`config.mk`:
```
export PLATFORM = sky130hd
export DESIGN_NAME = op_issue_ctrl
export DESIGN_NICKNAME = d
export VERILOG_FILES = /design/src/rtl/op_issue_ctrl.sv
export SDC_FILE = /design/constraint.sdc
export NUM_CORES = 1
export LEC_CHECK = 0
export CAP_MARGIN = 30
export CORE_MARGIN = 2
export CORE_UTILIZATION = 40
export DETAILED_ROUTE_END_ITERATION = 12
export PLACE_DENSITY_LB_ADDON = 0.1
export SLEW_MARGIN = 20
export SYNTH_ARGS = -nofsm -noshare
export SYNTH_HDL_FRONTEND = slang
export SYNTH_SLANG_ARGS = --single-unit
```
`constraint.sdc`:
```
create_clock -name clk -period 4.8 [get_ports clk]
set_clock_uncertainty 0.15 [all_clocks]
set_input_delay 0.96 -clock clk [delete_from_list [all_inputs] [get_ports clk]]
set_output_delay 0.96 -clock clk [all_outputs]
set_load 0.01 [all_outputs]
```
`src/rtl/op_issue_ctrl.sv`:
```
// op_issue_ctrl: pops one op bundle, waits out the queue read latency,
// then steps through its elements one per cycle under a downstream stall.
module op_issue_ctrl #(
    parameter int CONFIG_OP_WIDTH   = 32,
    parameter int LEN_WIDTH         = 12,
    parameter int COMMON_BRAM_DELAY = 2
) (
    input  logic                       clk,
    input  logic                       rst_n,
    input  logic                       i_en,
    input  logic                       i_empty,
    input  logic [CONFIG_OP_WIDTH-1:0] i_op_config,
    input  logic                       i_stall,
    output logic                       o_pop,
    output logic                       o_op_valid,
    output logic                       o_first,
    output logic                       o_last,
    output logic [LEN_WIDTH-1:0]       o_elem_idx,
    output logic [LEN_WIDTH-1:0]       o_len,
    output logic                       o_busy
);

    // Latency counter only has to hold COMMON_BRAM_DELAY-1.
    localparam int LAT_W = (COMMON_BRAM_DELAY > 1) ? $clog2(COMMON_BRAM_DELAY) : 1;
    localparam logic [LAT_W-1:0] LAT_LOAD = LAT_W'(COMMON_BRAM_DELAY - 1);

    typedef enum logic [1:0] {
        S_IDLE,
        S_POP,
        S_WAIT,
        S_ISSUE
    } state_e;

    state_e               state_q, state_d;
    logic [LAT_W-1:0]     lat_q, lat_d;
    logic [LEN_WIDTH-1:0] idx_q, idx_d;
    logic [LEN_WIDTH-1:0] len_q, len_d;

    // Bits of the config op above the length field belong to other consumers.
    generate
        if (CONFIG_OP_WIDTH > LEN_WIDTH) begin : g_cfg_unused
            logic cfg_unused;
            assign cfg_unused = ^i_op_config[CONFIG_OP_WIDTH-1:LEN_WIDTH];
        end
    endgenerate

    // State, latency counter, element counter and latched length.
    always_ff @(posedge clk or negedge rst_n) begin
        if (!rst_n) begin
            state_q <= S_IDLE;
            lat_q   <= '0;
            idx_q   <= '0;
            len_q   <= '0;
        end else begin
            state_q <= state_d;
            lat_q   <= lat_d;
            idx_q   <= idx_d;
            len_q   <= len_d;
        end
    end

    // Next-state logic plus pop/valid strobes; the last element is compared
    // before incrementing so an all-ones length never wraps the counter.
    always_comb begin
        state_d    = state_q;
        lat_d      = lat_q;
        idx_d      = idx_q;
        len_d      = len_q;
        o_pop      = 1'b0;
        o_op_valid = 1'b0;
        unique case (state_q)
            S_IDLE: begin
                if (i_en && !i_empty) begin
                    state_d = S_POP;
                end
            end
            S_POP: begin
                o_pop   = 1'b1;
                lat_d   = LAT_LOAD;
                state_d = S_WAIT;
            end
            S_WAIT: begin
                if (lat_q == '0) begin
                    len_d   = i_op_config[LEN_WIDTH-1:0];
                    idx_d   = '0;
                    state_d = S_ISSUE;
                end else begin
                    lat_d = lat_q - 1'b1;
                end
            end
            S_ISSUE: begin
                o_op_valid = !i_stall;
                if (!i_stall) begin
                    if (idx_q != len_q) begin
                        idx_d = idx_q + 1'b1;
                    end else if (i_en && !i_empty) begin
                        state_d = S_POP;
                    end else begin
                        state_d = S_IDLE;
                    end
                end
            end
            default: begin
                state_d = S_IDLE;
            end
        endcase
    end

    assign o_first    = o_op_valid && (idx_q == '0);
    assign o_last     = o_op_valid && (idx_q == len_q);
    assign o_elem_idx = idx_q;
    assign o_len      = len_q;
    assign o_busy     = (state_q != S_IDLE);

endmodule
```
==> Implementation_results.wiki <==
{| class="wikitable"
! Metric !! Value
|-
| End of the worst register-to-register path || o_elem_idx[9]
|-
| Via Count || 1443
|-
| Core area || 4030 um^2
|-
| Depth of the CTS H-tree || 1
|-
| Post-synth top flop || sky130_fd_sc_hd__dfrtp_1
|-
| Clock latency of the later-clocked register in the worst-skew pair || 0.27 ns
|-
| TritonCTS clock tree || yes
|-
| Ratio of final minimum period to clock period || 75.9%
|-
| Endpoints failing hold || 0
|-
| Number of input and output port buffers inserted || 45
|-
| Slew HR || 75.4%
|-
| Initial core utilization || 42.1%
|-
| Routed metal-1 wirelength || 1800 um
|-
| Setup slack after layout || 1.16 ns
|-
| Detailed Routing Iterations Pass 1 || 4
|-
| Clock sink count || 27
|-
| Drt initial violations || 106
|-
| Sw Pwr || 450 uW
|-
| Min-Delay Startpoint || o_len[4]
|-
| Max rail drop VDD || 0.231 mV
|-
| Detailed-route vias per instance || 5.49
|-
| Overflow after GRT || 0
|-
| Final number of setup-violating endpoints || 0
|-
| Count of buffers added by post-CTS timing repair for setup || 0
|-
| Slew at the pin closest to its max-slew limit || 0.368 ns
|-
| Inserted Clock Buffers || 3
|-
| Final slew viol count || 0
|-
| Setup repair after global routing missed its margin || no
|-
| Met2 layer wire length in the routed design || 2090 um
|-
| Type of the tightest min-delay check || register to register
|-
| Required time at the worst-slack endpoint || 3.69 ns
|-
| Library cell contributing the largest single delay on the critical path || sky130_fd_sc_hd__clkdlybuf4s50_1
|-
| Final net count || 258
|-
| Number of gates resized after cts || 0
|-
| Worst reg2reg path startpoint || state_q[0]
|-
| Number of ports placed on the die boundary || 66
|-
| List of most frequent post-synthesis cells || sky130_fd_sc_hd__dfrtp_1, sky130_fd_sc_hd__nand2_1, sky130_fd_sc_hd__nand3_1, sky130_fd_sc_hd__mux2_2, sky130_fd_sc_hd__xor2_1
|-
| Max-cap violation count || 0
|-
| Run status || complete, no violations
|-
| Final antenna-violating net count || 0
|-
| Switching fraction of total power || 39.9%
|-
| Total standard cell area after synthesis || 1700 um^2
|-
| Routed wire length per instance || 15.7 um
|-
| Die outline area || 4780 um^2
|-
| Drc violations || 0
|-
| Maximum clock frequency || 275 MHz
|-
| Buffers and inverters on the worst path || 1
|-
| Flops & latches, synth || 27
|-
| Most common cell in the synthesized netlist || sky130_fd_sc_hd__dfrtp_1
|-
| Met3 wire length || 207 um
|-
| Total power after layout || 1130 uW
|-
| Share of async-settable or async-resettable flops after synthesis || 100%
|-
| Largest net degree at the start of global routing || 29
|-
| Classification of the worst setup path || register to output port
|-
| Synth Instances || 171
|-
| Number of nets produced by synthesis || 215
|-
| Root buffer selected by CTS || sky130_fd_sc_hd__clkbuf_8
|-
| Yosys warning count || 0
|-
| Final instance area || 2220 um^2
|-
| Area of placed instances || 2160 um^2
|-
| Cells on worst reg2reg path || 8
|-
| Number of rows in the core area || 23
|-
| Biggest cell delay along the critical path || 0.57 ns
|-
| Global Route Usage Sum || 17.9%
|-
| Vias in the first global route || 1399
|-
| CTS clock-pin slew for the worst setup and hold paths || 0.10 ns
|-
| Type of origin of the critical path || register
|-
| Post-route non-filler standard cell count || 263
|-
| Family with the most delay on the worst path || simple AND/OR/NAND/NOR gates
|-
| Crit-path cells || xor2_1 > nor4_2 > nand3_2 > nor3b_1 > clkdlybuf4s50_1
|-
| Antenna violations before repair || 0
|-
| Number of hold buffers added after CTS || 0
|-
| Synth unique cells || 41
|-
| Area Overhead vs Synth || 30.9%
|-
| Critical Path AT || 2.53 ns
|-
| Critical path peak fanout || 14
|-
| End point of the worst hold path || o_len[4]
|-
| Internal Dissipation || 678 uW
|-
| Fill cell count || 382
|-
| Kind of capture point of the worst setup path || output port
|-
| Horizontal extent of the die || 69.1 um
|-
| Minimum setup slack among reg-to-reg paths || 2.35 ns
|-
| Wire length reported by the detailed router || 4140 um
|-
| Power density relative to cell area || 508 nW/um^2
|-
| Minimum clock period || 3.64 ns
|-
| Summed negative setup slack over all endpoints || 0 ns
|-
| Half-perimeter wire length of the detailed placement result || 3040 um
|-
| Share of post-route cells with drive strength above 1 || 13.1%
|-
| Global-route wire length before repair || 7020 um
|-
| Final weighted congestion in routability-driven placement || 0.836
|-
| Buffer levels on the longest clock path || 2
|-
| Yosys top cell area share || 39.9%
|-
| Vertical die dimension || 69.1 um
|-
| Max Used Layer || met4
|-
| Total placed cells including tap cells || 258
|-
| Dominant cell type by area after synthesis || sky130_fd_sc_hd__dfrtp_1
|-
| Leakage power summed over all cells || 0.000963 uW
|-
| Post-synthesis area per instance || 9.91 um^2
|-
| Power share of the combinational group || 49.1%
|-
| Clock share of power || 12.0%
|-
| Count of flip-flops with a built-in enable after synthesis || 0
|-
| Number of antenna diodes || 0
|-
| Sequential power share || 38.9%
|-
| Worst Hold Depth || 1
|-
| Place WS || 1.27 ns
|-
| Sequential fraction of the synthesis area || 39.9%
|-
| Top area cells in the synthesized netlist || sky130_fd_sc_hd__dfrtp_1, sky130_fd_sc_hd__mux2_2, sky130_fd_sc_hd__xor2_1
|}
## layout make-up
class | instances | area [um^2] | share of cell area [%]
Tap cell | 50 | 62.6 | 2.82
Inverter | 7 | 26.3 | 1.18
Timing Repair Buffer | 49 | 480 | 21.6
Clock inverter | 1 | 7.51 | 0.338
Sequential cell | 27 | 676 | 30.4
Clock buffer | 3 | 41.3 | 1.86
Multi-Input combinational cell | 126 | 926 | 41.7
## power groups by stage
stage          clock network (uW)  logic (uW)  registers, uW
6_report                      135         554            439
5_1_grt                       152         608            460
4_1_cts                       140         560            441
3_5_place_dp                    0         555            445
3_3_place_gp                    0         541            440
2_1_floorplan                   0         324            429
## worst register-to-register path: stages (launching register included)
cell and delay, ns:
sky130_fd_sc_hd__dfrtp_1 0.39, sky130_fd_sc_hd__inv_1 0.11, sky130_fd_sc_hd__ha_1 0.28, sky130_fd_sc_hd__nand2_1 0.18
sky130_fd_sc_hd__and2_1 0.25, sky130_fd_sc_hd__o21ai_0 0.11, sky130_fd_sc_hd__buf_4 0.19, sky130_fd_sc_hd__or4b_2 0.64
sky130_fd_sc_hd__nand3_1 0.10
## registers in the layout, indices dropped and copies added, names as in the netlist
signal	count
lat_q	1
state_q	2
o_elem_idx	12
o_len	12
## layer usage
metal | GRT usage (%) | vias to the layer above
li1 | - | 699
met1 | 23.5 | 690
met2 | 29.3 | 47
met3 | 3.22 | 7
met4 | 6.75 | 0
met5 | 0 | -
## layout by cell type, fill, tap and decap left out, types with 2 or more instances in the layout
cell	Yosys	routed
sky130_fd_sc_hd__a22o_1	3	3
sky130_fd_sc_hd__inv_1	7	7
sky130_fd_sc_hd__nor2b_1	2	2
sky130_fd_sc_hd__dfrtp_1	27	27
sky130_fd_sc_hd__nor2_1	7	7
sky130_fd_sc_hd__nor4b_1	2	2
sky130_fd_sc_hd__nand2_1	19	19
sky130_fd_sc_hd__nor4_1	5	5
sky130_fd_sc_hd__nand2b_1	2	2
sky130_fd_sc_hd__clkbuf_8	0	3
sky130_fd_sc_hd__o21ai_0	4	4
sky130_fd_sc_hd__nand3_1	15	15
sky130_fd_sc_hd__mux2i_1	3	3
sky130_fd_sc_hd__nand4_1	2	2
sky130_fd_sc_hd__nor3b_1	3	3
sky130_fd_sc_hd__nor4_2	3	3
sky130_fd_sc_hd__ha_1	7	7
sky130_fd_sc_hd__mux2_2	13	13
sky130_fd_sc_hd__nor3_1	2	2
sky130_fd_sc_hd__xor2_1	12	12
sky130_fd_sc_hd__clkdlybuf4s50_1	0	45
sky130_fd_sc_hd__and4_1	2	2
sky130_fd_sc_hd__buf_4	0	3
sky130_fd_sc_hd__o211ai_1	3	3
## cells by family (layout without fill, tap and decap cells)
group | count (synthesis) | count (layout) | share of synthesized area, %
buffers and inverters | 18 | 60 | 5.54
multiplexers | 16 | 16 | 10.4
AO/OA/AOI/OAI | 18 | 18 | 8.04
AND/OR/NAND/NOR | 73 | 73 | 24.8
flip-flops | 27 | 27 | 39.9
XOR/XNOR | 12 | 12 | 6.20
adder cells (fa/ha/maj) | 7 | 7 | 5.17
## worst max-delay path by stage
| stage | startpoint | endpoint | slack (ns) | depth (start not counted) |
|---|---|---|---|---|
| floorplan | state_q[1] | o_last | 2.01 | 5 |
| global placement | i_stall | o_first | 1.29 | 4 |
| detailed placement | i_stall | o_first | 1.27 | 4 |
| CTS | o_elem_idx[5] | o_last | 1.15 | 5 |
| global route | o_elem_idx[5] | o_last | 1.06 | 5 |
| finish | o_elem_idx[5] | o_last | 1.16 | 5 |
## through the flow
step                      util [%]  hold WS, ns
final                         55.1        0.416
after global routing          55.1        0.437
after CTS                     54.9        0.416
after detailed placement      53.7        0.391
after global placement        53.7        0.390
after floorplan                  -        0.377
Power figures use the tool's default switching activity.
==> RTL edit, RTL diff (same settings) <==
`COMMON_BRAM_DELAY`: 2 -> 8.
--- a/src/rtl/op_issue_ctrl.sv
+++ b/src/rtl/op_issue_ctrl.sv
@@ -4,5 +4,5 @@
     parameter int CONFIG_OP_WIDTH   = 32,
     parameter int LEN_WIDTH         = 12,
-    parameter int COMMON_BRAM_DELAY = 2
+    parameter int COMMON_BRAM_DELAY = 8
 ) (
     input  logic                       clk,
Check against the original RTL: not equivalent (a bounded check fails within 10 cycles, from zero or initial values and one cycle with rst_n low).
==> RTL edit against the unedited design <==
First-iteration DRC count down 7.5%. Sequential cell count up 2. Final area up 4.1%. Combinational power up 15%. Routed wire length up 5.7%. Total power up 16%. Synthesized area up 2.7%. Sequential power up 2%. Worst setup slack worse by 0.071 ns. Critical path type unchanged. Critical endpoint is now o_first. Largest power group unchanged.
==> RTL edit: results <==
export IMPL_syn_area_per_cell_um2=10.1
export IMPL_route_vias_total=1517
export IMPL_htreeDepth=2
export IMPL_drive_gt1_share_pct=11.0
export IMPL_use_met1_pct=23.9
export IMPL_wirelength_mm=4.37
export IMPL_syn_nets=219
export IMPL_crit_end="o_first"
export IMPL_drt_initial_drc_count=98
export IMPL_synth_compound_area_share_pct=12.1
export IMPL_p_leak_nw=1.00
export IMPL_r2r_setup_slack_ns=2.33
export IMPL_synthTopCellsByCount="29 x dfrtp_1, 14 x nand2_1, 12 x mux2_2, 12 x xor2_1, 11 x nand3_1"
export IMPL_crit_fanout=16
export IMPL_wl_met2_mm=2.15
export IMPL_dr_wl_met3_um=198
export IMPL_reg2reg_to="o_elem_idx[8]$_DFFE_PN0P_"
export IMPL_intPower_w=0.000791
export IMPL_via_per_inst=5.64
export IMPL_grtUsageMet2_pct=30.4
export IMPL_clkTransAtPathRegs_ns=0.06
export IMPL_synth_xor_xnor_area_share_pct=6.04
export IMPL_ff2ff_path_depth=5
export IMPL_grt_max_degree=30
export IMPL_worstHoldStart="lat_q[0]$_DFFE_PN0P_"
export IMPL_p_comb_w=0.000636
export IMPL_seq_area_frac_synth_pct=41.7
export IMPL_dr_pass1_iters=4
export IMPL_placement_io_buffers=45
export IMPL_synthDistinctLibCells=40
export IMPL_critPathMaxStageDelay_ns=0.54
export IMPL_irDropWorstVdd_v=0.000271
export IMPL_gp_congestion=0.876
export IMPL_min_path_cells=1
export IMPL_hpwl_mm=3.20
export IMPL_status="complete, no violations"
export IMPL_m1WireLength_mm=1.99
export IMPL_fillers=372
export IMPL_grt_usage_pct=18.4
export IMPL_synthAdderAreaFrac_pct=6.47
export IMPL_relSlewSlack_pct=60.7
export IMPL_cts_made_buffers=5
export IMPL_arrival_ns=2.60
export IMPL_slowest_stage="ha_1"
## RTL edit: changes by cell type after synthesis, sizes merged, moves of 4 or more
cell | unedited run | this run
nand2 | 20 | 14
nand3 | 16 | 11
a21oi | 1 | 5
nor4 | 8 | 4
o31ai | 0 | 4
## RTL edit: metrics by stage
step | power (W) | hold slack [ns] | worst slack [ns] | cell area (µm²)
after floorplan | 0.000810 | 0.308 | 2.19 | 1740
after global placement | 0.00106 | 0.327 | 1.27 | 2210
after detailed placement | 0.00109 | 0.344 | 1.27 | 2210
after CTS | 0.00132 | 0.357 | 1.12 | 2310
after global routing | 0.00140 | 0.395 | 0.940 | 2310
final | 0.00131 | 0.354 | 1.09 | 2310
## RTL edit: final cells by class
type	count	share of cell area [%]
clock buffer	7	4.17
clock inverter	1	0.217
inverter	9	1.46
multi-input combinational	127	40.2
sequential	29	31.4
tap	50	2.71
timing repair buffer	46	19.8
